**src/rtl/horner_frame_parser.sv**
```systemverilog
// Frame parser for the Horner evaluation core: splits one AXI-Stream frame into header,
// weight writes, a latched 3x4 matrix and a tagged, back-pressured vector stream.
module horner_frame_parser #(
    parameter int DATA_WIDTH = 16,
    parameter int LANES      = 4,
    parameter int W_WIDTH    = 32,
    parameter int ORI_NUM    = 4,
    parameter int INT_NUM    = 6,
    parameter int LAY_NUM    = 2,
    parameter int WEIGHT_NUM = 3*ORI_NUM + INT_NUM - LAY_NUM + 3
) (
    input  logic                          aclk,
    input  logic                          areset,
    input  logic [LANES*DATA_WIDTH-1:0]   s_tdata,
    input  logic                          s_tvalid,
    output logic                          s_tready,
    input  logic                          s_tlast,
    output logic                          w_we,
    output logic [4:0]                    w_addr,
    output logic [W_WIDTH-1:0]            w_data,
    output logic [12*DATA_WIDTH-1:0]      mat,
    output logic                          mat_valid,
    output logic [15:0]                   cal_num,
    output logic [LANES*DATA_WIDTH-1:0]   v_tdata,
    output logic [1:0]                    v_class,
    output logic [15:0]                   v_idx,
    output logic                          v_tvalid,
    input  logic                          v_tready,
    output logic                          v_tlast,
    output logic                          frame_done,
    output logic                          err,
    output logic [2:0]                    o_dbg_state
);

    localparam int          BEAT_W   = LANES*DATA_WIDTH;
    localparam logic [4:0]  WGT_LAST = 5'(WEIGHT_NUM-1);
    localparam logic [15:0] ORI_LAST = 16'(ORI_NUM-1);
    localparam logic [15:0] INT_LAST = 16'(INT_NUM-1);
    localparam logic [15:0] LAY_LAST = 16'(LAY_NUM-1);

    // Handshake: a beat moves on either stream only in a cycle where valid && ready are
    // both high; valid never depends on ready, and the output holds while valid && !ready.
    typedef enum logic [2:0] {ST_HDR, ST_WGT, ST_MAT, ST_VEC, ST_DRN} state_t;

    state_t                r_state, w_next;
    logic [4:0]            r_wcnt;
    logic [1:0]            r_mrow;
    logic [1:0]            r_cls;
    logic [15:0]           r_cnt;
    logic [15:0]           r_cal;
    logic [12*DATA_WIDTH-1:0] r_mat;
    logic                  r_mat_valid;
    logic                  r_err;
    logic [BEAT_W-1:0]     r_v_data;
    logic [1:0]            r_v_class;
    logic [15:0]           r_v_idx;
    logic                  r_v_valid;
    logic                  r_v_last;

    logic                  w_ready;
    logic                  w_accept;
    logic                  w_last_vec;
    logic                  w_wr;

    // The final vector is the last layer vector when there are no input points.
    assign w_last_vec = ((r_cls == 2'd2) && (r_cnt == LAY_LAST) && (r_cal == 16'd0)) ||
                        ((r_cls == 2'd3) && (r_cnt == r_cal - 16'd1));
    assign w_accept   = s_tvalid && w_ready;

    always_comb begin
        w_next  = r_state;
        w_ready = 1'b1;
        w_wr    = 1'b0;
        case (r_state)
            ST_HDR: if (w_accept) w_next = ST_WGT;
            ST_WGT: begin
                w_wr = s_tvalid;
                if (w_accept && r_wcnt == WGT_LAST) w_next = ST_MAT;
            end
            ST_MAT: if (w_accept && r_mrow == 2'd2) w_next = ST_VEC;
            ST_VEC: begin
                w_ready = !r_v_valid || v_tready;
                if (w_accept && w_last_vec) w_next = ST_DRN;
            end
            ST_DRN: begin
                w_ready = 1'b0;
                if (r_v_valid && v_tready) w_next = ST_HDR;
            end
            default: w_next = ST_HDR;
        endcase
    end

    always_ff @(posedge aclk or posedge areset) begin
        if (areset) r_state <= ST_HDR;
        else        r_state <= w_next;
    end

    always_ff @(posedge aclk or posedge areset) begin
        if (areset) begin
            r_wcnt      <= '0;
            r_mrow      <= '0;
            r_cls       <= '0;
            r_cnt       <= '0;
            r_cal       <= '0;
            r_mat       <= '0;
            r_mat_valid <= 1'b0;
            r_err       <= 1'b0;
        end else if (w_accept) begin
            if (r_state == ST_HDR) r_err <= s_tlast;
            else if (s_tlast && !(r_state == ST_VEC && w_last_vec)) r_err <= 1'b1;
            case (r_state)
                ST_HDR: begin
                    r_cal       <= s_tdata[15:0];
                    r_mat_valid <= 1'b0;
                    r_wcnt      <= '0;
                    r_mrow      <= '0;
                    r_cls       <= '0;
                    r_cnt       <= '0;
                end
                ST_WGT: r_wcnt <= (r_wcnt == WGT_LAST) ? 5'd0 : r_wcnt + 5'd1;
                ST_MAT: begin
                    case (r_mrow)
                        2'd0:    r_mat[0        +: BEAT_W] <= s_tdata;
                        2'd1:    r_mat[BEAT_W   +: BEAT_W] <= s_tdata;
                        default: r_mat[2*BEAT_W +: BEAT_W] <= s_tdata;
                    endcase
                    if (r_mrow == 2'd2) begin
                        r_mat_valid <= 1'b1;
                        r_mrow      <= 2'd0;
                    end else begin
                        r_mrow <= r_mrow + 2'd1;
                    end
                end
                ST_VEC: begin
                    // Class boundaries fall on fixed counts; the input class runs cal_num long.
                    case (r_cls)
                        2'd0:    if (r_cnt == ORI_LAST) begin r_cls <= 2'd1; r_cnt <= '0; end
                                 else r_cnt <= r_cnt + 16'd1;
                        2'd1:    if (r_cnt == INT_LAST) begin r_cls <= 2'd2; r_cnt <= '0; end
                                 else r_cnt <= r_cnt + 16'd1;
                        2'd2:    if (r_cnt == LAY_LAST) begin r_cls <= 2'd3; r_cnt <= '0; end
                                 else r_cnt <= r_cnt + 16'd1;
                        default: r_cnt <= r_cnt + 16'd1;
                    endcase
                end
                default: ;
            endcase
        end
    end

    always_ff @(posedge aclk or posedge areset) begin
        if (areset) begin
            r_v_data  <= '0;
            r_v_class <= '0;
            r_v_idx   <= '0;
            r_v_valid <= 1'b0;
            r_v_last  <= 1'b0;
        end else if (w_accept && r_state == ST_VEC) begin
            r_v_data  <= s_tdata;
            r_v_class <= r_cls;
            r_v_idx   <= r_cnt;
            r_v_valid <= 1'b1;
            r_v_last  <= w_last_vec;
        end else if (v_tready) begin
            r_v_valid <= 1'b0;
        end
    end

    assign s_tready    = w_ready;
    assign w_we        = w_wr;
    assign w_addr      = r_wcnt;
    assign w_data      = w_wr ? s_tdata[W_WIDTH-1:0] : '0;
    assign mat         = r_mat;
    assign mat_valid   = r_mat_valid;
    assign cal_num     = r_cal;
    assign v_tdata     = r_v_data;
    assign v_class     = r_v_class;
    assign v_idx       = r_v_idx;
    assign v_tvalid    = r_v_valid;
    assign v_tlast     = r_v_last;
    assign frame_done  = (r_state == ST_DRN) && r_v_valid && v_tready;
    assign err         = r_err;
    assign o_dbg_state = r_state;

endmodule

```
**config.mk**
```make
export PLATFORM = sky130hd
export DESIGN_NAME = horner_frame_parser
export DESIGN_NICKNAME = d
export VERILOG_FILES = /design/src/rtl/horner_frame_parser.sv
export SDC_FILE = /design/constraint.sdc
export NUM_CORES = 1
export LEC_CHECK = 0
export ABC_AREA = 1
export BUFFER_PORTS_ARGS = -buffer_cell sky130_fd_sc_hd__buf_2
export CAP_MARGIN = 40
export CORE_ASPECT_RATIO = 0.8
export CORE_UTILIZATION = 40
export DETAILED_ROUTE_END_ITERATION = 12
export PLACE_DENSITY_LB_ADDON = 0.12
export SYNTH_ARGS = -nofsm -noshare
export SYNTH_HDL_FRONTEND = slang
export SYNTH_SLANG_ARGS = --single-unit
```
**constraint.sdc**
```tcl
create_clock -name aclk -period 10.3 [get_ports aclk]
set_clock_uncertainty 0.2 [all_clocks]
set_input_delay 0.515 -clock aclk [delete_from_list [all_inputs] [get_ports aclk]]
set_output_delay 0.515 -clock aclk [all_outputs]
set_load 0.02 [all_outputs]
```
# After elaboration in Yosys (flattened, before gate mapping)
# Cells that the tools add are included.
dict set report totals {
  ff_bits 322
  latch_bits 0
  mem_bits_rw 0
  mem_bits_ro 0
  inputBits 69
  output_inout_bits 337
  elab_cells 112
  mem_count 0
}
dict set report classes {
  addsub 4
  multipliers 0
  div 0
  n_lt_le_gt_ge 0
  eq_ne 24
  shift 0
  mux 29
  n_bitwise 1
  n_reduce_logical 38
}
# cell count
set op_table {}
lappend op_table {{16-bit 2-to-1 mux} 3}
lappend op_table {{16-bit case mux with 3 select lines} 1}
lappend op_table {{32-bit 2-to-1 mux} 1}
lappend op_table {{16-bit case mux with 2 select lines} 1}
lappend op_table {{16-bit by 1-bit adder with 16-bit output (second input constant)} 1}
lappend op_table {{16-bit by 1-bit == test with 1-bit output (second input constant)} 1}
lappend op_table {{16-bit == test} 1}
lappend op_table {{16-bit by 2-bit == test with 1-bit output (second input constant)} 1}
lappend op_table {{16-bit by 3-bit == test with 1-bit output (second input constant)} 1}
lappend op_table {{16-bit zero test} 1}
lappend op_table {{16-bit by 1-bit subtractor with 16-bit output (second input constant)} 1}
lappend op_table {{3-bit 2-to-1 mux} 5}
lappend op_table {{3-bit case mux with 5 select lines} 1}
lappend op_table {{1-bit logical AND} 13}
lappend op_table {{2-bit inequality test (second input constant)} 6}
lappend op_table {{3-bit AND reduction} 4}
lappend op_table {{5-bit case mux with 2 select lines} 1}
lappend op_table {{2-bit AND reduction} 5}
lappend op_table {{2-bit nonzero test} 5}
lappend op_table {{3-bit inequality test (second input constant)} 3}
lappend op_table {{2-bit 2-to-1 mux} 4}
lappend op_table {{2-bit case mux with 2 select lines} 2}
lappend op_table {{2-bit == test (second input constant)} 3}
lappend op_table {{3-bit by 2-bit == test with 1-bit output (second input constant)} 2}
lappend op_table {{other kinds (19)} 29}

# Depth between registers and ports, before layout
# Gate-level depths: netlist (run 1).
dict set report depth {
  depth_word 9
  depth_mapped 17
  depth_no_buf 17
}

# Least setup slack after synthesis (run 1)
# Ideal clock, no wire load.
dict set report synth_timing {
  path_type {register to register}
  from {register r_state[1], in the netlist o_dbg_state[1]}
  to {register r_mat[163], in the netlist mat[163]}
  setup_ns 0.125
  t_arrival_ns 1.982
  required_time_ns 9.975
  path_slack_ns 7.993
  path_stages_with_launch 11
  n_path_buf 1
  period_less_slack_ns 2.307
  path_cell_list {dfrtp_1 > inv_2 > nand3_1 > inv_2 > a31oi_4 > nand2_4 > inv_2 > nand2_4 > nor2_4 > buf_2 > mux2_2}
}
dict set report synth_via {
  elab_chain_len 4
  elab_cells_between_ends 6
  cone_classes {eq/ne (3); mux (1); reduce/logical (2)}
}
# element line
set synth_rtl {}
lappend synth_rtl {{start: declaration} 45} ;# state_t r_state, w_next;
lappend synth_rtl {{start signal: assignment} 95} ;# else r_state <= w_next;
lappend synth_rtl {{3-bit == test / 3-bit by 2-bit == test with 1-bit output (equally long branches)} 74} ;# case (r_state)
lappend synth_rtl {{1-bit case mux with 2 select lines (*)} 74}
lappend synth_rtl {{net s_tready} 16} ;# output logic s_tready,
lappend synth_rtl {{1-bit logical AND (*)} 68} ;# assign w_accept = s_tvalid && w_ready;
lappend synth_rtl {{3-bit AND reduction (no source line) (*)} --}
lappend synth_rtl {{end signal: indexed assignment} 123} ;# 2'd0: r_mat[0 +: BEAT_W] <= s_tdata;
lappend synth_rtl {{end signal: indexed assignment} 124} ;# 2'd1: r_mat[BEAT_W +: BEAT_W] <= s_tdata;
lappend synth_rtl {{end signal: indexed assignment} 125} ;# default: r_mat[2*BEAT_W +: BEAT_W] <= s_tdata;
lappend synth_rtl {{end: declaration} 51} ;# logic [12*DATA_WIDTH-1:0] r_mat;
# The timed path passes the listed nets; every way through them passes the cells marked *.
# A chain may end at the register's enable or synchronous reset.

# Final worst setup path (run 1)
dict set report layout_timing {
  from {input port v_tready}
  to {register r_mat[0], in the netlist mat[0]}
}
dict set report layout_via {
  elab_chain_len 4
}
# element line
set layout_rtl {}
lappend layout_rtl {{start: declaration} 28} ;# input logic v_tready,
lappend layout_rtl {{1-bit logical OR} 82} ;# w_ready = !r_v_valid || v_tready;
lappend layout_rtl {{1-bit case mux with 2 select lines} 74}
lappend layout_rtl {{1-bit logical AND} 68}
lappend layout_rtl {{3-bit AND reduction (no source line)} --}
# Every way passes these cells.

==> out/qor.csv, run 1 <==
stage;metric;value;unit
worst_setup_path;CP max FO;50;
sta;period utilization;33.3;%
synth;sequential fraction of the synthesis area;60.8;%
clock_tree;Root Buffer;clkbuf_16;
clock_tree;CTS-repair resized insts;0;
clock_tree;CTS buffer count;35;
final_layout;fillers;3115;
worst_setup_path;CP Data Arrival Time;3.60;ns
placed_design;Placer Congestion;0.842;
final_layout;Nets;1929;
floorplan;Site Rows;59;
placed_design;DP Area;15700;sq um
synth;Netlist cell types;34;
sta;pins over their slew limit;0;
worst_setup_path;worst-path cell chain;dlygate4sd3_1 > buf_2 > inv_1 > a31oi_4 > nand2_4 > inv_2 > nand2_4 > nor3_4 > buf_4 > clkinv_2 > buf_4 > nand2_1 > o21ai_0;
detailed_routing;DRC errors left;0;
final_layout;final core utilization;51.7;%
sta;actual slew at the worst max-slew pin;0.786;ns
floorplan;core region area;32600;sq um
detailed_routing;routed vias;11144;
clock_tree;clock tree buffer depth;3;
global_routing;grt ovf;0;
synth;Avg Inst Size Synth;9.11;sq um
synth;asr flop ratio synth;100;%
placed_design;Port Buffers;405;
global_routing;antenna violations before repair;2;
final_layout;Synth-to-Final Area Change;26.9;%
clock_tree;CTS Hold Buffers Added;2;
floorplan;Die ar.;33900;sq um
worst_setup_path;worst path buffer plus inverter count;7;
pwr;static leakage;0.00943;uW
sta;fin crit period;3.43;ns
run_status;outcome;complete, no violations;
placed_design;post-DP HPWL;29300;um
worst_setup_path;Worst EP required;10.47;ns
detailed_routing;drt first-iter violations;768;
worst_setup_path;slowest CP cell;clkinv_2;
final_layout;share of cells above drive strength 1;28.2;%
sta;Slew HR;47.6;%
global_routing;largest net degree at the start of global routing;82;
synth;Mapped Area;13300;sq um
worst_setup_path;kind of critical path;input pin to register;
detailed_routing;drt wl/cell;17.8;um
worst_hold_path;Min-Delay Path Class;input pin to register;
detailed_routing;ANT nets after route;0;
synth;Post-synth EDFFs;0;
pwr;Power Density;335;nW/um^2
synth;FF+latch count, synth;322;
detailed_routing;1st-pass router iterations;5;
clock_tree;clk sinks;322;
synth;most common flop cell mapped by yosys;dfrtp_1;
synth;Post-Synthesis Cells;1454;
sta;unrepaired setup endpoints after global routing;no;
floorplan;Ports;406;
sta;Final setup violation count;0;
synth;yosys warns;0;
worst_setup_path;maximum cell stage delay along the critical path;0.58;ns
detailed_routing;via/cell ratio;4.84;
worst_setup_path;CP startpoint kind;input pin;
final_layout;final instance area;16800;sq um
sta;Hold Fails Final Rpt;0;
flow_run;max capacitance violation total;0;
clock_tree;htree depth;2;
global_routing;GRT Overall Usage;24.1;%
worst_setup_path;R2R setup slack;6.87;ns
synth;Syn Nets;1532;
detailed_routing;Detailed Route WL;40900;um
pwr;Worst VDD drop;184;uV
global_routing;vias in the first global route;10451;
placed_design;Post-Place Cells;2239;
floorplan;chip width;206;um
final_layout;final cell count without fillers;2301;
clock_tree;CTS tree;yes;
clock_tree;Setup Buffers After CTS;0;
floorplan;die height;165;um
clock_tree;latest clock arrival within the worst-skew pair;0.51;ns
clock_tree;CTS clk-pin slew, worst paths;0.06;ns
sta;Worst Hold Margin;0.0440;ns
floorplan;Initial Util;40.7;%
worst_setup_path;endpoint class of the critical path;register;
global_routing;first-pass GRT wire length;62400;um
sta;TNS Setup;0;ns
sta;Fmax achieved;291;MHz
worst_setup_path;CP delay by family, top;buffers and inverters;
[path summary, 6_finish.rpt]
path                                                 start                 endpoint  cells past startpoint
min in group asynchronous                           areset     mat[163]$_DFFE_PP0P_                      3
worst max register to register  o_dbg_state[1]$_DFFE_PP0P_    r_cnt[13]$_DFFE_PP0P_                     11
max in group asynchronous                           areset     r_cnt[8]$_DFFE_PP0P_                      8
worst max-delay path                              v_tready       mat[0]$_DFFE_PP0P_                     13
worst min-delay path                           s_tdata[60]  v_tdata[60]$_DFFE_PP0P_                      3
worst min register to register        mat[102]$_DFFE_PP0P_     mat[102]$_DFFE_PP0P_                      2
[registers in the layout (all words and copies together), names as in the netlist]
register     count
mat            192
v_tdata         64
cal_num         16
r_cnt           16
v_idx           16
w_addr           5
o_dbg_state      3
r_cls            2
r_mrow           2
v_class          2
err              1
mat_valid        1
v_tlast          1
v_tvalid         1
[cells in the final DEF (no fill, tap or decap), types with 3 or more instances in the layout]
cell type    n
clkbuf_16   35
o21ai_0    117
dfrtp_1    322
nor3_1       6
clkbuf_8     4
nand2_1    534
nand3_1     42
clkbuf_1     4
ha_1         9
or2_2        4
nand2_4      3
mux2_2      32
inv_1       87
xnor2_1      6
nand4_1      7
inv_2        5
buf_12       3
nor2_1     109
buf_2      405
o22ai_1     13
buf_4       11
nor3_4       3
clkinv_2    12
o21ai_1     27
xor2_1      13
a21oi_1     39
[worst min-delay path: stages]
cell,delay (ns)
buf_2,0.11
nand2_1,0.05
nand2_1,0.04
[power by group]
group | leakage [uW] | switching, uW | internal [uW]
logic | 0.00469 | 1590 | 735
registers | 0.00419 | 329 | 1780
clock network | 0.000545 | 504 | 702
[per-stage QoR]
| stage | power (uW) | setup slack [ns] |
|---|---|---|
| 6_report | 5640 | 6.87 |
| 5_1_grt | 6030 | 6.53 |
| 4_1_cts | 5700 | 6.83 |
| 3_5_place_dp | 4460 | 6.82 |
| 3_3_place_gp | 4420 | 6.90 |
| 2_1_floorplan | 3550 | 0.672 |
[synthesized netlist by cell type (2+ instances only)]
library cell  number  area [sq um]
a21oi_1           39           195
buf_1              3          11.3
buf_2             26           130
buf_4              7          52.6
buf_6              2          22.5
clkbuf_1          23          86.3
clkbuf_2           2          10.0
dfrtp_1          322          8060
ha_1               9           113
inv_1             88           330
inv_2              7          26.3
mux2_2            32           360
nand2_1          534          2000
nand2_4            2          22.5
nand3_1           42           210
nand3b_1           2          15.0
nand4_1            7          43.8
nor2_1           109           409
nor3_1             6          30.0
nor3_4             3          48.8
o21ai_0          117           586
o21ai_1           27           135
o22ai_1           13          81.3
o31ai_1            2          15.0
or2_2              4          25.0
xnor2_1            6          52.6
xor2_1            13           114
[metal layers]
layer	global-route usage, %	share of wire [%]	vias up
met5	0	0	-
met4	6.57	1.9	0
met3	6.33	8.0	48
met2	36.9	46	385
met1	33.8	44	5314
li1	-	-	5397
[cells by family (layout without fill, tap and decap cells)]
logic type                 after synthesis  count (layout)  share of synthesized area [%]
AOI/OAI and AO/OA                      199             199                           7.80
DFF                                    322             322                           60.8
xor gates and xnor gates                19              19                           1.26
other                                    0               2                              0
buffers and inverters                  158             576                           5.05
muxes                                   32              32                           2.72
adders and majority gates                9               9                          0.850
and+or+nand+nor                        715             715                           21.5
[final cells by class]
class	count	area, sq um	area share (%)
flip-flops and latches	322	8060	47.9
multi-input cells	974	4530	26.9
repair buffers	423	2240	13.3
clock buffers	43	946	5.62
well taps	427	534	3.18
inverters	95	367	2.18
clock inverters	15	136	0.811
diodes	2	5.00	0.0298
No activity file was read; power rests on OpenSTA's default activity.
==> run 2: changes to the inputs <==
==> constraint.sdc (replaced) <==
create_clock -name aclk -period 3.2 [get_ports aclk]
set_clock_uncertainty 0.2 [all_clocks]
set_input_delay 0.16 -clock aclk [delete_from_list [all_inputs] [get_ports aclk]]
set_output_delay 0.16 -clock aclk [all_outputs]
set_load 0.02 [all_outputs]
==> out/qor.csv, run 2 (synthesis results as in run 1) <==
stage;metric;value;unit;change
global_routing;largest net degree at the start of global routing;87;;+6.1%
global_routing;GRT Overall Usage;24.3;%;+0.21 points
worst_setup_path;worst path buffer plus inverter count;2;;-5
final_layout;max reg flops;192;;unchanged
final_layout;fillers;3043;;-2.3%
floorplan;die height;165;um;unchanged
placed_design;post-DP HPWL;29000;um;-0.93%
clock_tree;htree depth;2;;unchanged
global_routing;first-pass GRT wire length;63400;um;+1.6%
pwr;Switch Pwr;7810;uW;+220%
clock_tree;Root Buffer;clkbuf_16;;
pwr;switching share of power;42.0;%;-1.1 points
sta;Slew HR;56.6;%;+9.0 points
worst_hold_path;Min-Delay Path Class;input pin to asynchronous set/reset pin;;
pwr;Gate power share;40.9;%;-0.4 points
final_layout;final cell count without fillers;2378;;+3.3%
detailed_routing;1st-pass router iterations;6;;+1
detailed_routing;ANT nets after route;0;;unchanged
detailed_routing;drt first-iter violations;717;;-6.6%
clock_tree;CTS clk-pin slew, worst paths;0.06;ns;about the same
pwr;Clock power frac;23.0;%;+1.6 points
sta;pins over their slew limit;0;;unchanged
worst_setup_path;Critical Path Most Common Cell;nand2_1;;
clock_tree;CTS Hold Buffers Added;69;;+67
final_layout;Synth-to-Final Area Change;33.3;%;
global_routing;antenna violations before repair;0;;-2
worst_setup_path;slowest CP cell;dlygate4sd3_1;;
detailed_routing;DRC errors left;0;;unchanged
floorplan;Ports;406;;unchanged
pwr;sequential power share;36.1;%;-1.2 points
floorplan;chip width;206;um;unchanged
sta;actual slew at the worst max-slew pin;0.649;ns;-0.136 ns
worst_setup_path;worst-path cell chain;inv_1 > ha_1 > nand2_1 > nor2_1 > nand2_1 > nand2_1 > nand2_1 > nand2_1 > nand2_1 > nor2_1 > nand3_1 > nand2_1 > nand2_1 > nand3_1 > dlygate4sd3_1 > nand2_1;;
final_layout;ant diodes;0;;-2
clock_tree;Setup Buffers After CTS;0;;unchanged
placed_design;Post-Place Cells;2247;;+0.36%
detailed_routing;drt wl/cell;17.4;um;-2.0%
clock_tree;CTS buffer count;36;;+2.9%
worst_setup_path;CP Depth;16;;+3
final_layout;final core utilization;54.3;%;+2.6 points
pwr;static leakage;0.00979;uW;+3.9%
placed_design;Placer Congestion;0.869;;+3.2%
floorplan;Die ar.;33900;sq um;unchanged
sta;unrepaired setup endpoints after global routing;no;;
placed_design;Port Buffers;405;;unchanged
floorplan;Initial Util;40.7;%;unchanged
global_routing;grt ovf;0;;unchanged
detailed_routing;Detailed Route WL;41500;um;+1.3%
pwr;Worst VDD drop;578;uV;+210%
sta;fin crit period;2.91;ns;
detailed_routing;routed vias;11479;;+3.0%
worst_setup_path;CP startpoint kind;register;;
floorplan;core region area;32600;sq um;unchanged
worst_setup_path;maximum cell stage delay along the critical path;0.54;ns;-0.04 ns
worst_setup_path;kind of critical path;register to register;;
worst_setup_path;endpoint class of the critical path;register;;
worst_setup_path;CP max FO;6;;-88%
worst_setup_path;R2R setup slack;0.29;ns;-6.58 ns
clock_tree;latest clock arrival within the worst-skew pair;0.51;ns;about the same
worst_setup_path;r2r worst-path depth;16;;+5
clock_tree;CTS tree;yes;;
final_layout;most common cell after layout, fill and taps aside;nand2_1;;
worst_setup_path;Worst EP required;3.40;ns;-7.07 ns
pwr;Power Density;1050;nW/um^2;+210%
worst_setup_path;CP Data Arrival Time;3.11;ns;-0.49 ns
final_layout;share of cells above drive strength 1;27.6;%;-0.63 points
clock_tree;clock tree buffer depth;3;;unchanged
floorplan;Site Rows;59;;unchanged
sta;Final setup violation count;0;;unchanged
sta;Worst Hold Margin;0.0902;ns;+0.0462 ns
final_layout;most frequent cells in the layout;nand2_1, buf_2, dfrtp_1;;
sta;Fmax achieved;344;MHz;
run_status;outcome;complete, no violations;;
worst_setup_path;CP delay by family, top;simple AND/OR/NAND/NOR gates;;
sta;period utilization;90.9;%;
sta;Hold Fails Final Rpt;0;;unchanged
pwr;Internal;10800;uW;+240%
global_routing;vias in the first global route;10821;;+3.5%
detailed_routing;via/cell ratio;4.83;;-0.33%
flow_run;max capacitance violation total;0;;unchanged
clock_tree;clk sinks;322;;unchanged
clock_tree;CTS-repair resized insts;0;;unchanged
final_layout;Nets;2005;;+3.9%
## run 2: final timing paths
check | from | to
max in group asynchronous | areset | mat[59]$_DFFE_PP0P_
worst min register to register | mat[113]$_DFFE_PP0P_ | mat[113]$_DFFE_PP0P_
min in group aclk | v_tready | v_tvalid$_DFFE_PP0P_
worst min-delay path | areset | mat[143]$_DFFE_PP0P_
worst max register to register | cal_num[0]$_DFFE_PP0P_ | err$_DFFE_PP0P_
worst max-delay path | cal_num[0]$_DFFE_PP0P_ | err$_DFFE_PP0P_
## run 2: final cells by class
| cell class | instances | area (sq um) | share of cell area (%) |
|---|---|---|---|
| Tap cell | 427 | 534 | 3.02 |
| Timing Repair Buffer | 498 | 2960 | 16.8 |
| Clock buffer | 52 | 1070 | 6.07 |
| Sequential cell | 322 | 8060 | 45.6 |
| Inverter | 95 | 363 | 2.05 |
| Clock inverter | 10 | 150 | 0.850 |
| Multi-Input combinational cell | 974 | 4530 | 25.6 |
## run 2: worst min-delay path, delay by kind of cell
family / cells / cell delay, ns
buffers and inverters: 3 / 1.10
## run 2: through the flow
| step | TNS (ns) | power, uW | cell area (sq um) | setup slack [ns] |
|---|---|---|---|---|
| after floorplan | -468.44 | 11400 | 13300 | -1.45 |
| after detailed placement | 0 | 14400 | 15800 | 0.751 |
| after global routing | 0 | 19900 | 17700 | 0.0606 |
| after global placement | 0 | 14300 | 15800 | 0.793 |
| final | 0 | 18600 | 17700 | 0.291 |
| after CTS | 0 | 18800 | 17700 | 0.305 |
## run 2: power groups by stage
stage / Sequential [uW] / Clock [uW] / Combinational (uW)
final: 6720 / 4280 / 7610
after global routing: 6950 / 4540 / 8370
after CTS: 6730 / 4390 / 7690
after detailed placement: 6750 / 0 / 7620
after global placement: 6720 / 0 / 7550
after floorplan: 8670 / 0 / 2760
## run 2: routing by layer
layer	up-vias	global-route usage, %	share of wire [%]
met5	-	0	0
met4	0	7.88	2.6
met3	65	5.94	6.9
met2	347	37.3	45
met1	5513	33.8	45
li1	5554	-	-
==> run 3: changes to the inputs <==
--- a/config.mk
+++ b/config.mk
@@ -12,6 +12,8 @@
 export CORE_UTILIZATION = 40
 export DETAILED_ROUTE_END_ITERATION = 12
 export PLACE_DENSITY_LB_ADDON = 0.12
+export REMOVE_ABC_BUFFERS = 1
+export SLEW_MARGIN = 5
 export SYNTH_ARGS = -nofsm -noshare
 export SYNTH_HDL_FRONTEND = slang
 export SYNTH_SLANG_ARGS = --single-unit
==> constraint.sdc (replaced) <==
create_clock -name aclk -period 3.2 [get_ports aclk]
set_clock_uncertainty 0.2 [all_clocks]
set_input_delay 0.32 -clock aclk [delete_from_list [all_inputs] [get_ports aclk]]
set_output_delay 0.32 -clock aclk [all_outputs]
set_load 0.02 [all_outputs]
==> out/qor.csv, run 3 (synthesis results as in run 1) <==
stage;metric;value;unit;change
flow_run;max capacitance violation total;0;;unchanged
detailed_routing;1st-pass router iterations;4;;-2
clock_tree;latest clock arrival within the worst-skew pair;0.51;ns;about the same
detailed_routing;routed vias;11324;;-1.4%
placed_design;Port Buffers;405;;unchanged
final_layout;most frequent cells in the layout;nand2_1, buf_2, dfrtp_1;;
placed_design;Post-Place Cells;2241;;-0.27%
worst_setup_path;endpoint class of the critical path;output port;;
final_layout;final cell count without fillers;2366;;-0.50%
detailed_routing;drt wl/cell;16.9;um;-3.2%
global_routing;largest net degree at the start of global routing;98;;+13%
floorplan;Site Rows;59;;unchanged
worst_setup_path;CP startpoint kind;register;;
floorplan;Ports;406;;unchanged
sta;actual slew at the worst max-slew pin;0.577;ns;-0.0720 ns
worst_setup_path;Worst EP required;2.68;ns;-0.72 ns
sta;Final setup violation count;0;;unchanged
sta;Fmax achieved;354;MHz;+2.9%
floorplan;Die ar.;33900;sq um;unchanged
worst_setup_path;CP Data Arrival Time;2.31;ns;-0.80 ns
final_layout;final core utilization;53.9;%;-0.37 points
detailed_routing;drt first-iter violations;703;;-2.0%
final_layout;Synth-to-Final Area Change;32.4;%;
global_routing;grt ovf;0;;unchanged
global_routing;GRT Overall Usage;23.5;%;-0.86 points
sta;period utilization;88.3;%;-2.6 points
worst_setup_path;maximum cell stage delay along the critical path;0.44;ns;-0.10 ns
clock_tree;Root Buffer;clkbuf_16;;
worst_setup_path;CP delay by family, top;simple AND/OR/NAND/NOR gates;;
sta;Slew HR;61.4;%;+4.8 points
worst_setup_path;kind of critical path;register to output port;;
floorplan;die height;165;um;unchanged
pwr;static leakage;0.00974;uW;-0.55%
clock_tree;Setup Buffers After CTS;0;;unchanged
global_routing;antenna violations before repair;0;;unchanged
worst_setup_path;Critical Path Most Common Cell;nor2_1;;
final_layout;ant diodes;0;;unchanged
placed_design;post-DP HPWL;27400;um;-5.7%
pwr;Worst VDD drop;582;uV;+0.67%
detailed_routing;DRC errors left;0;;unchanged
detailed_routing;ANT nets after route;0;;unchanged
detailed_routing;Detailed Route WL;39900;um;-3.7%
placed_design;Placer Congestion;0.872;;+0.29%
clock_tree;clock tree buffer depth;3;;unchanged
final_layout;share of cells above drive strength 1;27.4;%;-0.19 points
worst_setup_path;worst-path cell chain;nor2_1 > inv_1 > nor2_1 > nand2_2 > buf_4 > nor2_1 > buf_2;;
pwr;Power Density;1050;nW/um^2;-0.58%
worst_hold_path;Min-Delay Path Class;input pin to register;;
sta;unrepaired setup endpoints after global routing;no;;
sta;fin crit period;2.83;ns;-0.0827 ns
floorplan;Initial Util;40.7;%;unchanged
detailed_routing;via/cell ratio;4.79;;-0.85%
global_routing;vias in the first global route;10871;;+0.46%
clock_tree;clk sinks;322;;unchanged
clock_tree;CTS tree;yes;;
final_layout;Nets;1995;;-0.50%
run_status;outcome;complete, no violations;;
clock_tree;htree depth;2;;unchanged
worst_setup_path;slowest CP cell;dfrtp_1;;
sta;TNS Setup;0;ns;unchanged
floorplan;chip width;206;um;unchanged
sta;Hold Fails Final Rpt;0;;unchanged
floorplan;core region area;32600;sq um;unchanged
clock_tree;CTS clk-pin slew, worst paths;0.06;ns;about the same
worst_setup_path;worst path buffer plus inverter count;3;;+1
final_layout;max reg flops;192;;unchanged
clock_tree;CTS buffer count;35;;-2.8%
global_routing;first-pass GRT wire length;61600;um;-2.8%
worst_setup_path;CP max FO;24;;+18
final_layout;most common cell after layout, fill and taps aside;nand2_1;;
sta;pins over their slew limit;0;;unchanged
run 3: final cells by class:
class	count	area [sq um]
repair buffers	489	2920
clock inverters	9	103
clock buffers	50	1030
well taps	427	534
fillers	3015	15000
inverters	95	365
multi-input cells	974	4530
flip-flops and latches	322	8060
run 3: worst paths after layout:
check	from	end	slack, ns	cells after the start
setup / recovery	o_dbg_state[2]$_DFFE_PP0P_	w_data[16]	0.37	7
hold / removal	s_tdata[8]	mat[136]$_DFFE_PP0P_	0.008	3
setup reg to reg	cal_num[0]$_DFFE_PP0P_	o_dbg_state[2]$_DFFE_PP0P_	0.54	16
hold reg to reg	mat[104]$_DFFE_PP0P_	mat[104]$_DFFE_PP0P_	0.27	2
max in group asynchronous	areset	mat[41]$_DFFE_PP0P_	1.70	4
min in group asynchronous	areset	mat[146]$_DFFE_PP0P_	0.19	3
run 3: worst min-delay path: stages:
cell and delay [ns]:
buf_2 0.08, inv_1 0.12, a21oi_1 0.15
run 3: timing repair:
item / in CTS / in global routing
hold endpoints to repair: 316 / 0
hold buffers: 66 / 0
resized for setup: 0 / 0
run 3: layer usage:
layer	part of all wire [%]	up-vias	wire length, um	global-route usage (%)
li1	-	5537	-	-
met1	45	5424	17800	31.4
met2	46	311	18400	37.4
met3	7.1	52	2840	6.57
met4	2.1	0	851	6.26
met5	0	-	0	0
run 3: where the power goes:
group          leakage [uW]  internal, uW  total, uW  switching, uW
Sequential          0.00419          5710       6770           1060
Clock              0.000566          2400       4010           1620
Combinational       0.00498          2450       7600           5150
run 3: metrics by stage:
stage | setup WS (ns) | cell area, sq um | power, uW | hold WS, ns
global placement | 0.623 | 15800 | 14300 | 0.202
CTS | 0.377 | 17500 | 18600 | 0.0101
finish | 0.374 | 17500 | 18400 | 0.00843
floorplan | -6.23 | 12900 | 11300 | 0.216
detailed placement | 0.631 | 15800 | 14400 | 0.212
global route | 0.234 | 17500 | 19600 | 0.0484
